[config.mk]
export PLATFORM = sky130hd
export DESIGN_NAME = alu_sequencer
export DESIGN_NICKNAME = d
export VERILOG_FILES = /design/src/rtl/alu_pkg.sv /design/src/rtl/alu_regfile.sv /design/src/rtl/alu_sequencer.sv
export SDC_FILE = /design/constraint.sdc
export NUM_CORES = 1
export LEC_CHECK = 0
export ABC_AREA = 1
export CORE_MARGIN = 2
export CORE_UTILIZATION = 30
export DETAILED_ROUTE_END_ITERATION = 10
export PLACE_DENSITY = 0.46
export SYNTH_ARGS = -nofsm -noshare
export SYNTH_HDL_FRONTEND = slang
export SYNTH_HIERARCHICAL = 1
export SYNTH_SLANG_ARGS = --single-unit
[constraint.sdc]
create_clock -name clk -period 3.8 [get_ports clk]
set_clock_uncertainty 0.15 [all_clocks]
set_input_delay 0.57 -clock clk [delete_from_list [all_inputs] [get_ports clk]]
set_output_delay 0.57 -clock clk [all_outputs]
set_load 0.05 [all_outputs]
[src/rtl/alu_pkg.sv]
// Shared definitions for the ALU sequencer: opcodes, instruction layout, FSM states
// and the reference opcode semantics of the 3-bit ALU.
package alu_pkg;

  localparam int DATA_W  = 3;
  localparam int INSTR_W = 13;

  localparam int IMM_BIT = 12;
  localparam int OP_MSB  = 11;
  localparam int OP_LSB  = 9;
  localparam int RD_MSB  = 8;
  localparam int RD_LSB  = 6;
  localparam int RA_MSB  = 5;
  localparam int RA_LSB  = 3;
  localparam int RB_MSB  = 2;
  localparam int RB_LSB  = 0;

  typedef enum logic [2:0] {
    OP_ADD = 3'b000,
    OP_SUB = 3'b001,
    OP_AND = 3'b010,
    OP_OR  = 3'b011,
    OP_XOR = 3'b100,
    OP_SHL = 3'b101,
    OP_SHR = 3'b110,
    OP_CMP = 3'b111
  } op_e;

  typedef enum logic [1:0] {
    ST_IDLE = 2'd0,
    ST_EXEC = 2'd1,
    ST_WB   = 2'd2
  } state_e;

  typedef struct packed {
    logic              imm;
    op_e               op;
    logic [DATA_W-1:0] rd;
    logic [DATA_W-1:0] ra;
    logic [DATA_W-1:0] rb;
  } instr_t;

  function automatic instr_t decode_instr(logic [INSTR_W-1:0] w);
    instr_t d;
    d.imm = w[IMM_BIT];
    d.op  = op_e'(w[OP_MSB:OP_LSB]);
    d.rd  = w[RD_MSB:RD_LSB];
    d.ra  = w[RA_MSB:RA_LSB];
    d.rb  = w[RB_MSB:RB_LSB];
    return d;
  endfunction

  // All arithmetic wraps at 3 bits; shifts by 3 or more clear the operand.
  function automatic logic [DATA_W-1:0] alu_compute(op_e op, logic [DATA_W-1:0] x,
                                                    logic [DATA_W-1:0] y);
    logic [DATA_W-1:0] r;
    case (op)
      OP_ADD:  r = x + y;
      OP_SUB:  r = x - y;
      OP_AND:  r = x & y;
      OP_OR:   r = x | y;
      OP_XOR:  r = x ^ y;
      OP_SHL:  r = (y >= 3'd3) ? '0 : (x << y);
      OP_SHR:  r = (y >= 3'd3) ? '0 : (x >> y);
      OP_CMP:  r = (x == y) ? 3'd0 : ((x > y) ? 3'd1 : 3'd2);
      default: r = '0;
    endcase
    return r;
  endfunction

endpackage

[src/rtl/alu_regfile.sv]
// 8x3-bit register file: two asynchronous read ports, one synchronous write port,
// synchronous active-low clear of every entry.
module alu_regfile
  import alu_pkg::*;
#(
  parameter int NREGS = 8
) (
  input  logic              clk,
  input  logic              rst_n,
  input  logic [2:0]        ra_addr,
  input  logic [2:0]        rb_addr,
  output logic [DATA_W-1:0] ra_data,
  output logic [DATA_W-1:0] rb_data,
  input  logic              we,
  input  logic [2:0]        wr_addr,
  input  logic [DATA_W-1:0] wr_data
);

  logic [DATA_W-1:0] mem_q [NREGS];
  logic [DATA_W-1:0] mem_d [NREGS];

  assign ra_data = mem_q[ra_addr];
  assign rb_data = mem_q[rb_addr];

  always_comb begin
    // NOTE: start from the held value so every path assigns mem_d and no latch is inferred.
    mem_d = mem_q;
    if (we) mem_d[wr_addr] = wr_data;
  end

  always_ff @(posedge clk) begin
    if (!rst_n) begin
      // NOTE: this array is cleared on reset on purpose: software relies on r0 reading 0.
      for (int i = 0; i < NREGS; i++) mem_q[i] <= '0;
    end else begin
      // NOTE: non-blocking assignment keeps every flop sampling pre-edge values.
      mem_q <= mem_d;
    end
  end

endmodule

[src/rtl/alu_sequencer.sv]
// Register-file front end for the 3-bit ALU: accepts one instruction, executes it
// in one cycle, writes rd back and holds the result until downstream takes it.
module alu_sequencer
  import alu_pkg::*;
#(
  parameter int NREGS = 8,
  parameter int CNT_W = 8
) (
  input  logic               clk,
  input  logic               rst_n,
  input  logic               in_valid,
  output logic               in_ready,
  input  logic [INSTR_W-1:0] in_instr,
  output logic               out_valid,
  input  logic               out_ready,
  output logic [2:0]         out_rd,
  output logic [DATA_W-1:0]  out_data,
  output logic [CNT_W-1:0]   retired
);

  state_e             state_q,    state_d;
  instr_t             instr_q,    instr_d;
  logic [2:0]         out_rd_q,   out_rd_d;
  logic [DATA_W-1:0]  out_data_q, out_data_d;
  logic [CNT_W-1:0]   retired_q,  retired_d;

  logic [DATA_W-1:0]  ra_data, rb_data, alu_y, alu_result;
  logic               rf_we;

  alu_regfile #(.NREGS(NREGS)) u_regfile (
    .clk     (clk),
    .rst_n   (rst_n),
    .ra_addr (instr_q.ra),
    .rb_addr (instr_q.rb),
    .ra_data (ra_data),
    .rb_data (rb_data),
    .we      (rf_we),
    .wr_addr (instr_q.rd),
    .wr_data (alu_result)
  );

  assign alu_y      = instr_q.imm ? instr_q.rb : rb_data;
  assign alu_result = alu_compute(instr_q.op, ra_data, alu_y);

  always_comb begin
    state_d    = state_q;
    instr_d    = instr_q;
    out_rd_d   = out_rd_q;
    out_data_d = out_data_q;
    retired_d  = retired_q;
    rf_we      = 1'b0;
    case (state_q)
      ST_IDLE: begin
        if (in_valid) begin
          instr_d = decode_instr(in_instr);
          state_d = ST_EXEC;
        end
      end
      ST_EXEC: begin
        rf_we      = 1'b1;
        out_data_d = alu_result;
        out_rd_d   = instr_q.rd;
        state_d    = ST_WB;
      end
      ST_WB: begin
        if (out_ready) begin
          retired_d = retired_q + CNT_W'(1);
          state_d   = ST_IDLE;
        end
      end
      default: state_d = ST_IDLE;
    endcase
  end

  always_ff @(posedge clk) begin
    if (!rst_n) begin
      state_q    <= ST_IDLE;
      instr_q    <= '0;
      out_rd_q   <= '0;
      out_data_q <= '0;
      retired_q  <= '0;
    end else begin
      state_q    <= state_d;
      instr_q    <= instr_d;
      out_rd_q   <= out_rd_d;
      out_data_q <= out_data_d;
      retired_q  <= retired_d;
    end
  end

  // Handshake flags are decoded from state alone, never from in_valid or out_ready.
  assign in_ready  = (state_q == ST_IDLE);
  assign out_valid = (state_q == ST_WB);
  assign out_rd    = out_rd_q;
  assign out_data  = out_data_q;
  assign retired   = retired_q;

endmodule

==> impl_metrics.toml, run 1 <==
[run_status]
status = "complete, no violations"

[synthesis]
syn_area_per_cell_sq_um = 6.23
yosysWarningCount = 6
synth_cell_types = 30
synth.area.top_cells = "dfxtp_1 (33%), nand2_1 (15%), nor2_1 (12%), inv_1 (8.0%), o21ai_0 (7.3%)"
yosysSeqAreaShare = 0.329
yosysTopAreaCellShare = 0.329
synth.net_count = 548
syn_area_sq_mm = 0.00323
yosysTopAreaCell = "dfxtp_1"
synth-seq-cells = 53
synth_cells = 518

[floorplanning]
start_util = 0.311
die_y_um = 108
die_area_sq_mm = 0.0116
rows = 37
die_w_um = 108
core_sq_mm = 0.0104
io_pins = 33

[worst_hold_path]
hold_path_end = "retired[7]"
hold_depth = 2
hold_start = "retired[7]"
worstHoldPathType = "reg2reg"

[cells_and_area]
n_antenna_cell = 0
area_growth_pct = 18.0
finalCoreUtilization = 0.367
layout.nets = 581
fin_cells = 688
finalInstanceArea_sq_mm = 0.00381
layout-drive-gt1-share = 0.0725

[timing]
period_needed_ns = 3.05
rsz0062_at_grt = "false"
setup_violations = 0
maxSlewViolCount = 0
fmax_ghz = 0.328
setup_tns_ns = 0
worstMarginPinSlew_ns = 0.599
hold_viol = 0
timing.hold.ws_ns = 0.325
finalCritPeriodShare = 0.802
relSlewSlack = 0.600

[clocking]
clk_pin_slew_ns = 0.09
cts_tree = "yes"
cts_hold_buf = 0
numCtsBuffers = 5
insertion_delay_ns = 0.31
htreeDepth = 2
cts_root_buffer = "clkbuf_8"
post_cts_resized = 0
clock_path_buffers = 2
cts.sink_count = 53
cts_setup_buffers = 0

[worst_setup_path]
worstReg2RegEnd = "u_regfile/mem_q[22]"
slowest_delay_ns = 0.51
path_class = "reg2reg"
reg2reg_slack_ns = 0.75
crit_path_start_kind = "flip-flop"
crit_family = "simple AND/OR/NAND/NOR gates"
required_ns = 3.86
cp-end-kind = "flip-flop"
crit_chain = "inv_1, nand3_1, nand2_1, nand2_1, nand2_1, nand2_2, nand2_4, ha_1, inv_1, fa_1, nand3_1, o21ai_0, nor2_1, nand3_2, nand2_2, inv_1, o21ai_0, nor2_1"
worst-path-buf-inv = 3
critical_path_peak_fanout = 9
worstReg2RegStart = "instr_q[1]"
crit_slowest_cell = "dfxtp_1"
r2r.worst_path.cells = 18
worst_ep_arrival_time_ns = 3.11

[route]
dr.pass1.iters = 6
drtIter0Drc = 197
ant_nets = 0
vias = 3129
drc_errors = 0
via_per_inst = 4.55
avgRoutedWirePerCell_um = 12.7
wl_um = 8730

[global_route]
grt_use_total = 0.160
antenna_found_initial = 0
grt-ovfl-total = 0
grt_pass1_wl_um = 14600
grt_max_degree = 26
grt_pass1_vias = 2957

[placement]
placed_cell_area_sq_mm = 0.00369
gp_congestion = 0.873
placed_cells = 680
hpwl_um = 7000
port_buffers = 32

[power]
power_frac_comb = 0.298
clock_power_share = 0.281
p_sw_frac = 0.349
p_int_w = 0.000936
power_density_mw_per_mm2 = 378
power_switching_w = 0.000503
peakVddDrop_uv = 163
p_leak_nw = 1.74
seq_power_share = 0.421

[run]
maxCapViolations = 0
## layer usage
metal	GRT usage	vias up	share of wire
met5	0	-	0
met4	0.0467	0	0.013
met3	0.0200	8	0.039
met2	0.254	68	0.45
met1	0.226	1394	0.50
li1	-	1659	-
## synthesized netlist by cell type
cell	instances
nand3_2	1
nand2_1	128
nand2_2	6
buf_2	3
nand3_1	42
nor2_1	104
nor3_2	1
nand2_4	4
buf_6	2
a21oi_1	15
inv_2	5
nor2_4	1
dfxtp_1	53
nor2_2	3
buf_4	2
xor2_1	1
nor3_4	1
a21oi_2	2
clkinv_1	1
fa_1	2
ha_1	11
inv_4	1
nor3b_1	2
inv_1	69
or2_2	1
nand4_1	2
o21ai_0	47
nor3_1	2
nand3_4	1
clkbuf_1	5
## tightest hold or removal path: cells and delay by family, from the launching register on
family | cells | cell delay (ns)
DFF | 1 | 0.34
AOI/OAI and AO/OA | 1 | 0.05
buffers and inverters | 1 | 0.05
## power groups by stage
| stage | Sequential [W] | Clock [W] | Combinational, W |
|---|---|---|---|
| after global placement | 0.000618 | 0 | 0.000434 |
| after CTS | 0.000606 | 0.000420 | 0.000433 |
| after detailed placement | 0.000619 | 0 | 0.000433 |
| final | 0.000605 | 0.000405 | 0.000429 |
| after floorplan | 0.000631 | 0 | 0.000288 |
| after global routing | 0.000610 | 0.000445 | 0.000490 |
## cells by family after synthesis
group,share of synthesized area
AO/OA/AOI/OAI,0.102
flip-flops,0.329
buffers and inverters,0.111
adder cells (fa/ha/maj),0.0551
AND/OR/NAND/NOR,0.400
XOR/XNOR,0.00272
## worst max path at each step
stage	from	to	slack, ns	cells after the start
floorplan	instr_q[0]	u_regfile/mem_q[11]	1.20	24
global placement	instr_q[1]	u_regfile/mem_q[22]	0.68	18
detailed placement	instr_q[1]	u_regfile/mem_q[22]	0.74	18
CTS	instr_q[1]	u_regfile/mem_q[22]	0.72	18
global route	instr_q[1]	u_regfile/mem_q[22]	0.37	18
finish	instr_q[1]	u_regfile/mem_q[22]	0.75	18
## cell usage in the layout (no fill, tap or decap)
cell type	Yosys	layout
xor2_1	1	1
dfxtp_1	53	53
nor2_1	104	104
nand3_4	1	1
nor2_4	1	1
a21oi_2	2	2
inv_2	5	5
clkbuf_8	0	6
nor3_2	1	1
buf_4	2	6
nand2_2	6	6
clkdlybuf4s50_1	0	32
nand2_4	4	4
inv_4	1	1
nor3b_1	2	2
nand2_1	128	128
clkinv_1	1	1
nor3_4	1	1
clkbuf_1	5	1
nand3_1	42	42
a21oi_1	15	15
bufinv_16	0	1
nand3_2	1	1
or2_2	1	1
nor2_2	3	3
nor3_1	2	2
fa_1	2	2
nand4_1	2	2
inv_1	69	69
o21ai_0	47	47
ha_1	11	11
## flip-flops by register name, indices dropped and copies added, names as in the netlist
| signal | flops |
|---|---|
| out_rd | 3 |
| out_data | 3 |
| instr_q | 13 |
| state_q | 2 |
| u_regfile/mem_q | 24 |
| retired | 8 |
## through the flow
stage               power [W]  setup slack [ns]
floorplan            0.000919              1.20
global placement      0.00105             0.681
detailed placement    0.00105             0.741
CTS                   0.00146             0.715
global route          0.00155             0.366
finish                0.00144             0.753
## layout make-up
class                      instances  area [sq um]
fill                            1166          6560
clock inverter                     1          30.0
inverter                          76           288
timing repair buffer              38           365
multi-input combinational        377          1810
sequential                        53          1060
clock buffer                       7          86.3
tap                              136           170
Note: power is estimated with default switching activity, not from simulation.
==> run 2, diff against run 1 <==
--- a/config.mk
+++ b/config.mk
@@ -9,7 +9,7 @@
 export CORE_MARGIN = 2
 export CORE_UTILIZATION = 30
 export DETAILED_ROUTE_END_ITERATION = 10
-export PLACE_DENSITY = 0.46
+export PLACE_DENSITY = 0.47
 export SYNTH_ARGS = -nofsm -noshare
 export SYNTH_HDL_FRONTEND = slang
 export SYNTH_HIERARCHICAL = 1
==> constraint.sdc (replaced) <==
create_clock -name clk -period 2.65 [get_ports clk]
set_clock_uncertainty 0.15 [all_clocks]
set_input_delay 0.3975 -clock clk [delete_from_list [all_inputs] [get_ports clk]]
set_output_delay 0.3975 -clock clk [all_outputs]
set_load 0.05 [all_outputs]
==> run 2 against run 1 <==
- the run now ends with setup timing left
- via count grew 6.1%
- combinational power up 110%
- flip-flop and latch count unchanged
- final area rose by 15%
- worst hold slack worse by 0.0037 ns
- largest cell class unchanged
- global-route usage rose by 0.42 points
==> impl_metrics.toml, run 2 (synthesized netlist as in run 1, its figures left out) <==
[run_status]
status = "finished, violations left"
violations = "setup timing"

[global_route]
antenna_found_initial = 0
grt_pass1_wl_um = 15100
grt_max_degree = 37
grt_use_total = 0.164
grt_pass1_vias = 3190
grt-ovfl-total = 0

[worst_setup_path]
timing.critical_path.mode_cell = "nand2_2"
crit_start = "instr_q[0]"
slowest_delay_ns = 0.53
required_ns = 2.70
worst_ep_arrival_time_ns = 2.90
crit_slowest_cell = "fa_2"
critical_path_peak_fanout = 8
crit_chain = "buf_12, buf_12, nand2_1, nand3_2, nand2_2, nand2_2, nand2_2, nand2_4, nand2_4, inv_4, buf_4, buf_4, fa_2, nand2_1, nand2_2, clkinvlp_4, o21ai_1, nor2_1"
cp-end-kind = "flip-flop"
path_class = "reg2reg"
worstReg2RegStart = "instr_q[0]"
crit_path_start_kind = "flip-flop"

[power]
peakVddDrop_uv = 204
p_leak_nw = 1.98
power_density_mw_per_mm2 = 504

[timing]
period_needed_ns = 2.85
setup_violations = 18
setup_tns_ns = -2.29
setup_ws_ns = -0.198
maxSlewViolCount = 0
worstMarginPinSlew_ns = 0.627
relSlewSlack = 0.581
rsz0062_at_grt = "true"
finalCritPeriodShare = 1.07
hold_viol = 0
fmax_ghz = 0.351

[route]
ant_nets = 0
dr.pass1.iters = 4
wl_um = 9240
via_per_inst = 4.54
avgRoutedWirePerCell_um = 12.6
drc_errors = 0
drtIter0Drc = 133
vias = 3321

[clocking]
cts.sink_count = 53
htreeDepth = 2
insertion_delay_ns = 0.31
cts_hold_buf = 0
clock_path_buffers = 2
numCtsBuffers = 5
cts_root_buffer = "clkbuf_8"
cts_tree = "yes"
clk_pin_slew_ns = 0.09

[cells_and_area]
largest_reg_flops = 24
n_antenna_cell = 0
mostFrequentLayoutCell = "nand2_1"
layout_common_cells = "nand2_1 (115), nor2_1 (103), inv_1 (64)"
regMostFlops = "u_regfile/mem_q"
area_growth_pct = 35.9
layout-drive-gt1-share = 0.218
fin_cells = 731
nFillCells = 1131
layout.nets = 624

[floorplanning]
io_pins = 33
die_y_um = 108
die_w_um = 108
die_area_sq_mm = 0.0116
core_sq_mm = 0.0104
rows = 37
start_util = 0.311

[worst_hold_path]
worstHoldPathType = "reg2reg"
hold_start = "retired[7]"

[placement]
hpwl_um = 7110
placed_cells = 706
gp_congestion = 0.903
port_buffers = 32

[run]
maxCapViolations = 0
-- run 2: repair_timing --
action | CTS | global route
cloned | 1 | 0
setup buffers | 11 | 5
pin swaps | 19 | 39
setup endpoints to repair | 24 | 27
gates resized for setup | 37 | 50
-- run 2: where the power goes --
part	total, W	switching, W	internal, W
Clock	0.000447	0.000258	0.000189
Combinational	0.000892	0.000504	0.000388
Sequential	0.000871	0.0000387	0.000832
Total	0.00221	0.000801	0.00141
-- run 2: per-stage QoR --
stage | setup slack [ns] | utilization | cell area [sq um] | hold slack (ns) | total power (W)
floorplan | 0.0534 | - | 3230 | 0.303 | 0.00132
global placement | -0.181 | 0.376 | 3900 | 0.298 | 0.00161
detailed placement | -0.197 | 0.376 | 3900 | 0.310 | 0.00161
CTS | -0.123 | 0.404 | 4190 | 0.324 | 0.00215
global route | -0.360 | 0.423 | 4380 | 0.344 | 0.00236
finish | -0.198 | 0.423 | 4380 | 0.322 | 0.00221
-- run 2: cell type report --
type	instances	area, sq um	area share
Timing Repair Buffer	81	757	0.173
Sequential cell	53	1070	0.244
Clock buffer	8	80.1	0.0183
Inverter	76	304	0.0694
Tap cell	136	170	0.0388
Multi-Input combinational cell	377	2000	0.457
-- run 2: critical path, delay by kind of cell (launching register included) --
family	cells	cell delay [ns]
AO/OA/AOI/OAI	1	0.19
adder cells (fa/ha/maj)	1	0.53
flip-flops	1	0.39
AND/OR/NAND/NOR	10	0.68
buffers and inverters	6	0.79
-- run 2: final timing paths --
path / slack (ns) / cells past startpoint / endpoint
setup / recovery: -0.20 / 18 / u_regfile/mem_q[13]
setup reg to reg: -0.20 / 18 / u_regfile/mem_q[13]
hold reg to reg: 0.32 / 2 / retired[7]
hold / removal: 0.32 / 2 / retired[7]
-- run 2: per-layer routing --
metal,GRT usage,vias to the layer above,share of wire
met5,0,-,0
met4,0.0467,0,0.016
met3,0.0212,13,0.026
met2,0.271,44,0.46
met1,0.224,1506,0.49
li1,-,1758,-
